### src/rtl/ld3320_spi_reg_rd.sv
// SPI master for a single LD3320 register read: sends the read command and
// address, then clocks eight data bits in on SDO and reports them with rd_done.
module ld3320_spi_reg_rd #(
  parameter int          HALF   = 2,
  parameter logic [7:0]  RD_CMD = 8'h05
) (
  input  logic       clk_d3,
  input  logic       sys_rst,
  input  logic       rd_req,
  input  logic [7:0] rd_addr,
  output logic [7:0] rd_data,
  output logic       rd_done,
  output logic       busy,
  output logic       CSB,
  output logic       SCK,
  output logic       SDI,
  input  logic       SDO
);

  typedef enum logic [2:0] {
    IDLE,
    SETUP,
    LOW,
    HIGH,
    HOLD,
    DONE
  } state_t;

  localparam logic [7:0] PHASE_LAST = 8'(HALF - 1);

  state_t      state;
  state_t      state_next;
  logic [7:0]  phase;
  logic [4:0]  bit_cnt;
  logic [23:0] tx;
  logic [7:0]  rx;
  logic        phase_end;
  logic        last_bit;
  logic        accept;

  assign phase_end = (phase == PHASE_LAST);
  assign last_bit  = (bit_cnt == 5'd23);

  always_ff @(posedge clk_d3 or posedge sys_rst) begin
    if (sys_rst) begin
      state <= IDLE;
    end else begin
      state <= state_next;
    end
  end

  // Pin levels come straight from the state so reset reaches CSB/SCK/busy at once.
  always_comb begin
    state_next = state;
    accept     = 1'b0;
    CSB        = 1'b1;
    SCK        = 1'b1;
    SDI        = 1'b0;
    busy       = 1'b1;
    unique case (state)
      IDLE: begin
        busy = 1'b0;
        if (rd_req) begin
          accept     = 1'b1;
          state_next = SETUP;
        end
      end
      SETUP: begin
        CSB = 1'b0;
        SDI = tx[23];
        if (phase_end) state_next = LOW;
      end
      LOW: begin
        CSB = 1'b0;
        SCK = 1'b0;
        SDI = tx[23];
        if (phase_end) state_next = HIGH;
      end
      HIGH: begin
        CSB = 1'b0;
        SDI = tx[23];
        if (phase_end) state_next = last_bit ? HOLD : LOW;
      end
      HOLD: begin
        CSB = 1'b0;
        if (phase_end) state_next = DONE;
      end
      DONE: begin
        state_next = IDLE;
      end
      default: begin
        state_next = IDLE;
      end
    endcase
  end

  // tx shifts on each HIGH->LOW step, so tx[23] is the current bit; the low
  // byte is zero, which gives SDI=0 throughout the read phase.
  always_ff @(posedge clk_d3 or posedge sys_rst) begin
    if (sys_rst) begin
      phase   <= 8'd0;
      bit_cnt <= 5'd0;
      tx      <= 24'd0;
      rx      <= 8'd0;
      rd_data <= 8'd0;
      rd_done <= 1'b0;
    end else begin
      rd_done <= 1'b0;
      if (state == IDLE || state == DONE || state_next != state || phase_end) begin
        phase <= 8'd0;
      end else begin
        phase <= phase + 8'd1;
      end
      if (accept) begin
        tx      <= {RD_CMD, rd_addr, 8'h00};
        bit_cnt <= 5'd0;
      end
      if (state == HIGH && phase_end && !last_bit) begin
        tx      <= {tx[22:0], 1'b0};
        bit_cnt <= bit_cnt + 5'd1;
      end
      if (state == LOW && phase_end && bit_cnt[4]) begin
        rx <= {rx[6:0], SDO};
      end
      if (state == HOLD && phase_end) begin
        rd_data <= rx;
        rd_done <= 1'b1;
      end
    end
  end

endmodule

### config.mk
export PLATFORM = sky130hd
export DESIGN_NAME = ld3320_spi_reg_rd
export DESIGN_NICKNAME = d
export VERILOG_FILES = /design/src/rtl/ld3320_spi_reg_rd.sv
export SDC_FILE = /design/constraint.sdc
export NUM_CORES = 1
export LEC_CHECK = 0
export CORE_UTILIZATION = 60
export CTS_BUF_LIST = sky130_fd_sc_hd__clkbuf_4
export DETAILED_ROUTE_END_ITERATION = 10
export GPL_ROUTABILITY_DRIVEN = 0
export PLACE_DENSITY_LB_ADDON = 0.2
export SLEW_MARGIN = 20
export SYNTH_ARGS = -nofsm -noshare
export SYNTH_HDL_FRONTEND = slang
export SYNTH_SLANG_ARGS = --single-unit
### constraint.sdc
create_clock -name clk_d3 -period 5.4 [get_ports clk_d3]
set_clock_uncertainty 0.05 [all_clocks]
set_input_delay 0.81 -clock clk_d3 [delete_from_list [all_inputs] [get_ports clk_d3]]
set_output_delay 0.81 -clock clk_d3 [all_outputs]
set_load 0.02 [all_outputs]
==> results_dict.tcl, run 1 <==
set metrics [dict create \
    whs_endpoint "tx[23]" \
    yosysTopAreaCellShare_pct 54.78 \
    area_delta_synth_final_pct 14.42 \
    final_nets 225 \
    maxSlewViolCount 0 \
    power_density_nw_per_um2 279.8 \
    drt-total-wl_um 3825 \
    grt_pass1_vias 1416 \
    std_cell_rows 21 \
    drc 0 \
    critPathLaunch "state[2]" \
    drtIter0Drc 105 \
    start_util_pct 65.03 \
    max-clock-path-buffers 2 \
    netlist_top_cells_count "49 x dfrtp_1, 26 x nand2_1, 18 x mux2_2" \
    numCtsBuffers 5 \
    grt_antenna_before_repair 0 \
    ys.flop_type "dfrtp_1" \
    crit_required_ns 4.54 \
    syn_avg_cell_area_um2 11.91 \
    root_buffer "clkbuf_4" \
    cp.arrival_ns 2.01 \
    synthDistinctLibCells 39 \
    fmax_mhz 348.6 \
    finalSetupViolations 0 \
    async_flop_share_pct 100.0 \
    r2r_end "bit_cnt[2]" \
    hold_path.class "flop to flop" \
    ys_top_cells_by_area "dfrtp_1 55%, mux2_2 9.1%, nand2_1 4.4%, o21ai_2 3.1%, a22o_1 2.7%" \
    rr_startpoint "bit_cnt[0]" \
    synth_top_cell_by_area "dfrtp_1" \
    core_um2 3442 \
    drive_gt1_share_pct 19.91 \
    setup.worst_path.class "flop to output pin" \
    ys_ff_latch 49 \
    grt_util_all_layers_pct 21.39 \
    syn_inst 188 \
    ctsResizeCount 0 \
    drtPass1Iterations 4 \
    die_area_um2 3979 \
    netlist_area_um2 2238 \
    ant_nets 0 \
    cts_tree "built" \
    yosysWarnings 0 \
    wl_per_cell_um 14.88 \
    syn_nets 203 \
    clkPwrFrac_pct 29.2 \
    synth_most_common_cell "dfrtp_1" \
    ys_seq_area_share_pct 54.78 \
    vias 1431 \
    status "finished, final reports clean" \
    diodes 0 \
    final-hold-violation-count 0 \
    tightest_slew_ns 0.8211 \
    grt_first_pass_wirelength_um 6513 \
    p_sw_mw 0.1774 \
    layoutNonFillerInstCount 257 \
    gr-total-overflow 0 \
    fin_setup_tns_ns 0 \
    r2r_setup_slack_ns 3.16 \
    postCtsSetupBuffers 0 \
    holdPathStages 2 \
    cp_max_fo 10 \
    drv_cap 0 \
    post-route-period-util_pct 53.13 \
    clkLatencyLatePin_ns 0.36 \
    period_minus_slack_ns 2.869 \
    cts.sinks 49 \
    io_buffers 24 \
    die_w_um 63.08 \
    vdd.ir_drop.worst_uv 195.9 \
    power.share.combinational_pct 14.2 \
    leakage_nw 1.186 \
    max_slew_margin_pct 45.26 \
    holdCritStartpoint "tx[22]" \
    p_sw_share_pct 24.75 \
    internal-power_mw 0.5392 \
    dp.cells 249 \
    clkTransAtPathRegs_ns 0.13 \
    post-dp-hpwl_um 2600 \
    synth-edff-count 0 \
    r2r_cells 6 \
    htree_levels 2 \
    dieHeight_um 63.08 \
    crit_path_end_kind "output pin" \
    startpoint_type "flop" \
    rsz0062_at_grt "no" \
    cts_hold_buf 0 \
    p_seq_share_pct 56.6 \
    finalPower_mw 0.7165 \
    io_pins 25 \
    via_per_inst 5.568 \
    grt_max_degree 50 \
]
## power groups by stage
| stage | registers [mW] | clock network [mW] | logic [mW] |
|---|---|---|---|
| floorplan | 0.410 | 0 | 0.0744 |
| global placement | 0.411 | 0 | 0.0976 |
| detailed placement | 0.413 | 0 | 0.103 |
| CTS | 0.406 | 0.215 | 0.103 |
| global route | 0.409 | 0.231 | 0.112 |
| finish | 0.406 | 0.209 | 0.102 |
## cell families (layout without fill, tap and decap cells)
kind of cell	after synthesis	in the layout	synth area share, %
xor gates and xnor gates	7	7	2.739
AOI/OAI and AO/OA	29	29	10.29
adders and majority gates	3	3	1.677
buffers and inverters	14	37	4.136
DFF	49	49	54.78
and+or+nand+nor	66	66	16.43
muxes	20	20	9.950
## registers in the layout, indices dropped and copies added (netlist names)
| name | count |
|---|---|
| tx | 16 |
| phase | 8 |
| rd_data | 8 |
| rx | 8 |
| bit_cnt | 5 |
| state | 3 |
| rd_done | 1 |
## metrics by stage
| stage | utilization (%) | area (µm²) | hold slack, ns | worst slack, ns |
|---|---|---|---|---|
| floorplan | - | 2238 | 0.3990 | 3.306 |
| global placement | 72.08 | 2481 | 0.4102 | 2.990 |
| detailed placement | 72.08 | 2481 | 0.4165 | 2.926 |
| CTS | 74.37 | 2560 | 0.4467 | 2.519 |
| global route | 74.41 | 2561 | 0.4631 | 2.384 |
| finish | 74.41 | 2561 | 0.4444 | 2.531 |
## layer usage
layer  track usage [%]  vias to the layer above  wire length (µm)
li1                  -                      698                 -
met1             26.81                      692              1663
met2             34.14                       28              1896
met3             5.978                       13               173
met4             10.17                        0                91
met5                 0                        -                 0
## worst max path at each step
stage | end | slack [ns] | cells past startpoint
finish | CSB | 2.53 | 4
CTS | CSB | 2.52 | 4
global placement | CSB | 2.99 | 4
detailed placement | CSB | 2.93 | 4
floorplan | SDI | 3.31 | 3
global route | CSB | 2.38 | 4
## area by class of cell
class,instances,area [µm²]
sequential,49,1226
timing repair buffer,25,247.7
fill,221,880.8
clock inverter,2,33.78
multi-input combinational,125,934.6
clock buffer,6,45.04
inverter,4,16.27
tap,46,57.56
## layout by cell type (no fill, tap or decap), drive strengths merged, types with 2 or more instances in the layout
cell           count
dfrtp             49
nand2             26
clkdlybuf4s50     24
mux2              18
nor2              13
o21ai             11
a21o               8
a22o               7
clkbuf             6
nand3              5
xor2               4
and2               3
and3               3
inv                3
xnor2              3
nand4              3
ha                 3
nor3b              2
mux2i              2
clkinv             2
## critical path: stages, from the launching register on
cell             delay (ns)
dfrtp_1                0.51
nor3_1                 0.33
inv_1                  0.09
nand2_1                0.11
clkdlybuf4s50_1        0.61
No activity file was read; power rests on OpenSTA's default activity.
==> run 2: changes to the inputs <==
- CORE_UTILIZATION: 60 -> 52
- clock period: 5.4 -> 2.55 ns (I/O delays scaled with it)
==> run 2 against run 1 <==
Setup slack lost 2.4 ns. First-iteration DRC count shrank 28%. Largest cell class unchanged. Critical path depth shrank 1. Total power grew 100%. Combinational power grew 110%. Sequential share of layout area shrank 0.093 points. Highest routed layer unchanged.
==> results_dict.tcl, run 2 (same netlist as run 1, synthesis figures left out) <==
set metrics [dict create \
    finalSetupViolations 0 \
    post-route-period-util_pct 94.96 \
    drt-total-wl_um 3814 \
    post-dp-hpwl_um 2718 \
    postCtsSetupBuffers 0 \
    io_buffers 24 \
    drv_cap 0 \
    final-hold-violation-count 0 \
    leakage_nw 1.192 \
    cpMaxStageDelayCell "clkdlybuf4s50_1" \
    period_minus_slack_ns 2.421 \
    vias 1429 \
    slowest_delay_ns 0.68 \
    setup_ws_ns 0.1285 \
    io_pins 25 \
    crit_required_ns 2.12 \
    core_um2 4058 \
    maxSlewViolCount 0 \
    nFillCells 332 \
    post-place-ws_ns 0.4939 \
    layoutNonFillerInstCount 263 \
    wl_per_cell_um 14.50 \
    dieHeight_um 67.61 \
    drc 0 \
    grt_first_pass_wirelength_um 6299 \
    power_density_nw_per_um2 564.7 \
    final_nets 227 \
    die_area_um2 4571 \
    fmax_mhz 413.0 \
    max-clock-path-buffers 2 \
    setup.worst_path.class "flop to output pin" \
    htree_levels 2 \
    cp_cell_sequence "nor2_1 > nor3b_1 > clkdlybuf4s50_1" \
    std_cell_rows 23 \
    final_util_pct 63.24 \
    status "finished, final reports clean" \
    dp.cells 255 \
    vdd.ir_drop.worst_uv 383.1 \
    cts_tree "built" \
    critPathBufInv 1 \
    grt_util_all_layers_pct 18.96 \
    crit_path_end_kind "output pin" \
    largest_reg_flops 16 \
    numCtsBuffers 5 \
    tightest_slew_ns 0.5865 \
    hold_path.class "input port to asynchronous set/reset pin" \
    start_util_pct 55.16 \
    fin_setup_tns_ns 0 \
    path_delay_family "buffers and inverters" \
    cp.arrival_ns 1.99 \
    drtIter0Drc 76 \
    clkTransAtPathRegs_ns 0.13 \
    top_register "tx" \
    grt_antenna_before_repair 0 \
    max_slew_margin_pct 60.90 \
    area_delta_synth_final_pct 14.64 \
    clkLatencyLatePin_ns 0.36 \
    gr-total-overflow 0 \
    rsz0062_at_grt "no" \
    startpoint_type "flop" \
    grt_max_degree 50 \
    diodes 0 \
    drive_gt1_share_pct 21.60 \
    root_buffer "clkbuf_4" \
    mostFrequentLayoutCells "49 x dfrtp_1, 26 x nand2_1, 24 x clkdlybuf4s50_1, 18 x mux2_2, 12 x nor2_1" \
    cp_max_fo 11 \
    layout_commonest_cell "dfrtp_1" \
    ant_nets 0 \
    die_w_um 67.61 \
    cts.sinks 49 \
    grt_pass1_vias 1437 \
    via_per_inst 5.433 \
    drtPass1Iterations 4 \
]
[run 2: changes by cell type in the layout (fill, tap and decap cells not counted), sizes merged]
cell / previous run / this run
clkbuf: 6 / 8
buf: 1 / 3
inv: 3 / 4
bufinv: 1 / 0
clkinv: 2 / 0
[run 2: area by class of cell]
class | count | area, µm² | share of cell area, %
Multi-Input combinational cell | 125 | 939.7 | 36.62
Sequential cell | 49 | 1226 | 47.78
Tap cell | 50 | 62.56 | 2.438
Inverter | 4 | 15.01 | 0.5851
Clock buffer | 8 | 60.06 | 2.340
Timing Repair Buffer | 27 | 262.8 | 10.24
[run 2: worst reg2reg max path, cell delays in order, from the launching register on]
cell,delay [ns]
dfrtp_1,0.45
nor4_2,0.40
nor4bb_4,0.56
buf_4,0.31
a22o_1,0.17
a21o_1,0.08
[run 2: stage by stage]
stage	cell area (µm²)	power [mW]	hold WS [ns]
floorplan	2238	1.026	0.3990
global placement	2501	1.079	0.4095
detailed placement	2501	1.095	0.4159
CTS	2561	1.465	0.4450
global route	2566	1.515	0.4752
finish	2566	1.449	0.4259
[run 2: repair_timing]
action | 4_1_cts | 5_1_grt
endpoints found under the setup margin | 0 | 1
hold buffers | 0 | 0
resized for setup | 0 | 1
[run 2: power breakdown]
part | leakage, nW | internal (mW) | total (mW) | switching [mW]
Combinational | 0.538 | 0.106 | 0.217 | 0.111
Sequential | 0.618 | 0.823 | 0.860 | 0.0369
Clock | 0.0368 | 0.142 | 0.372 | 0.230
Total | 1.19 | 1.07 | 1.45 | 0.377
[run 2: path summary, 6_finish.rpt]
| kind | startpoint | to | slack (ns) | cells after the start |
|---|---|---|---|---|
| min in group clk_d3 | tx[22] | tx[23] | 0.44 | 2 |
| worst min register to register | tx[22] | tx[23] | 0.44 | 2 |
| max in group asynchronous | sys_rst | rd_data[3] | 1.63 | 3 |
| worst max-delay path | state[0] | SDI | 0.13 | 3 |
| worst min-delay path | sys_rst | tx[15] | 0.43 | 3 |
| worst max register to register | phase[4] | tx[9] | 0.47 | 5 |
[run 2: routing by layer]
metal  wire (µm)  global-route usage [%]  share of wire, %  up-vias
met5           0                       0                 0        -
met4          68                   8.777               1.8        0
met3          88                   3.885               2.3        8
met2        1920                   32.05                50       13
met1        1736                   23.04                46      707
li1            -                       -                 -      701
==> run 3: changes to the inputs <==
- SKIP_LAST_GASP: unset -> 1
==> results of run 3 <==
Same layout as run 2: the final DEF is identical, and so are final timing and power.
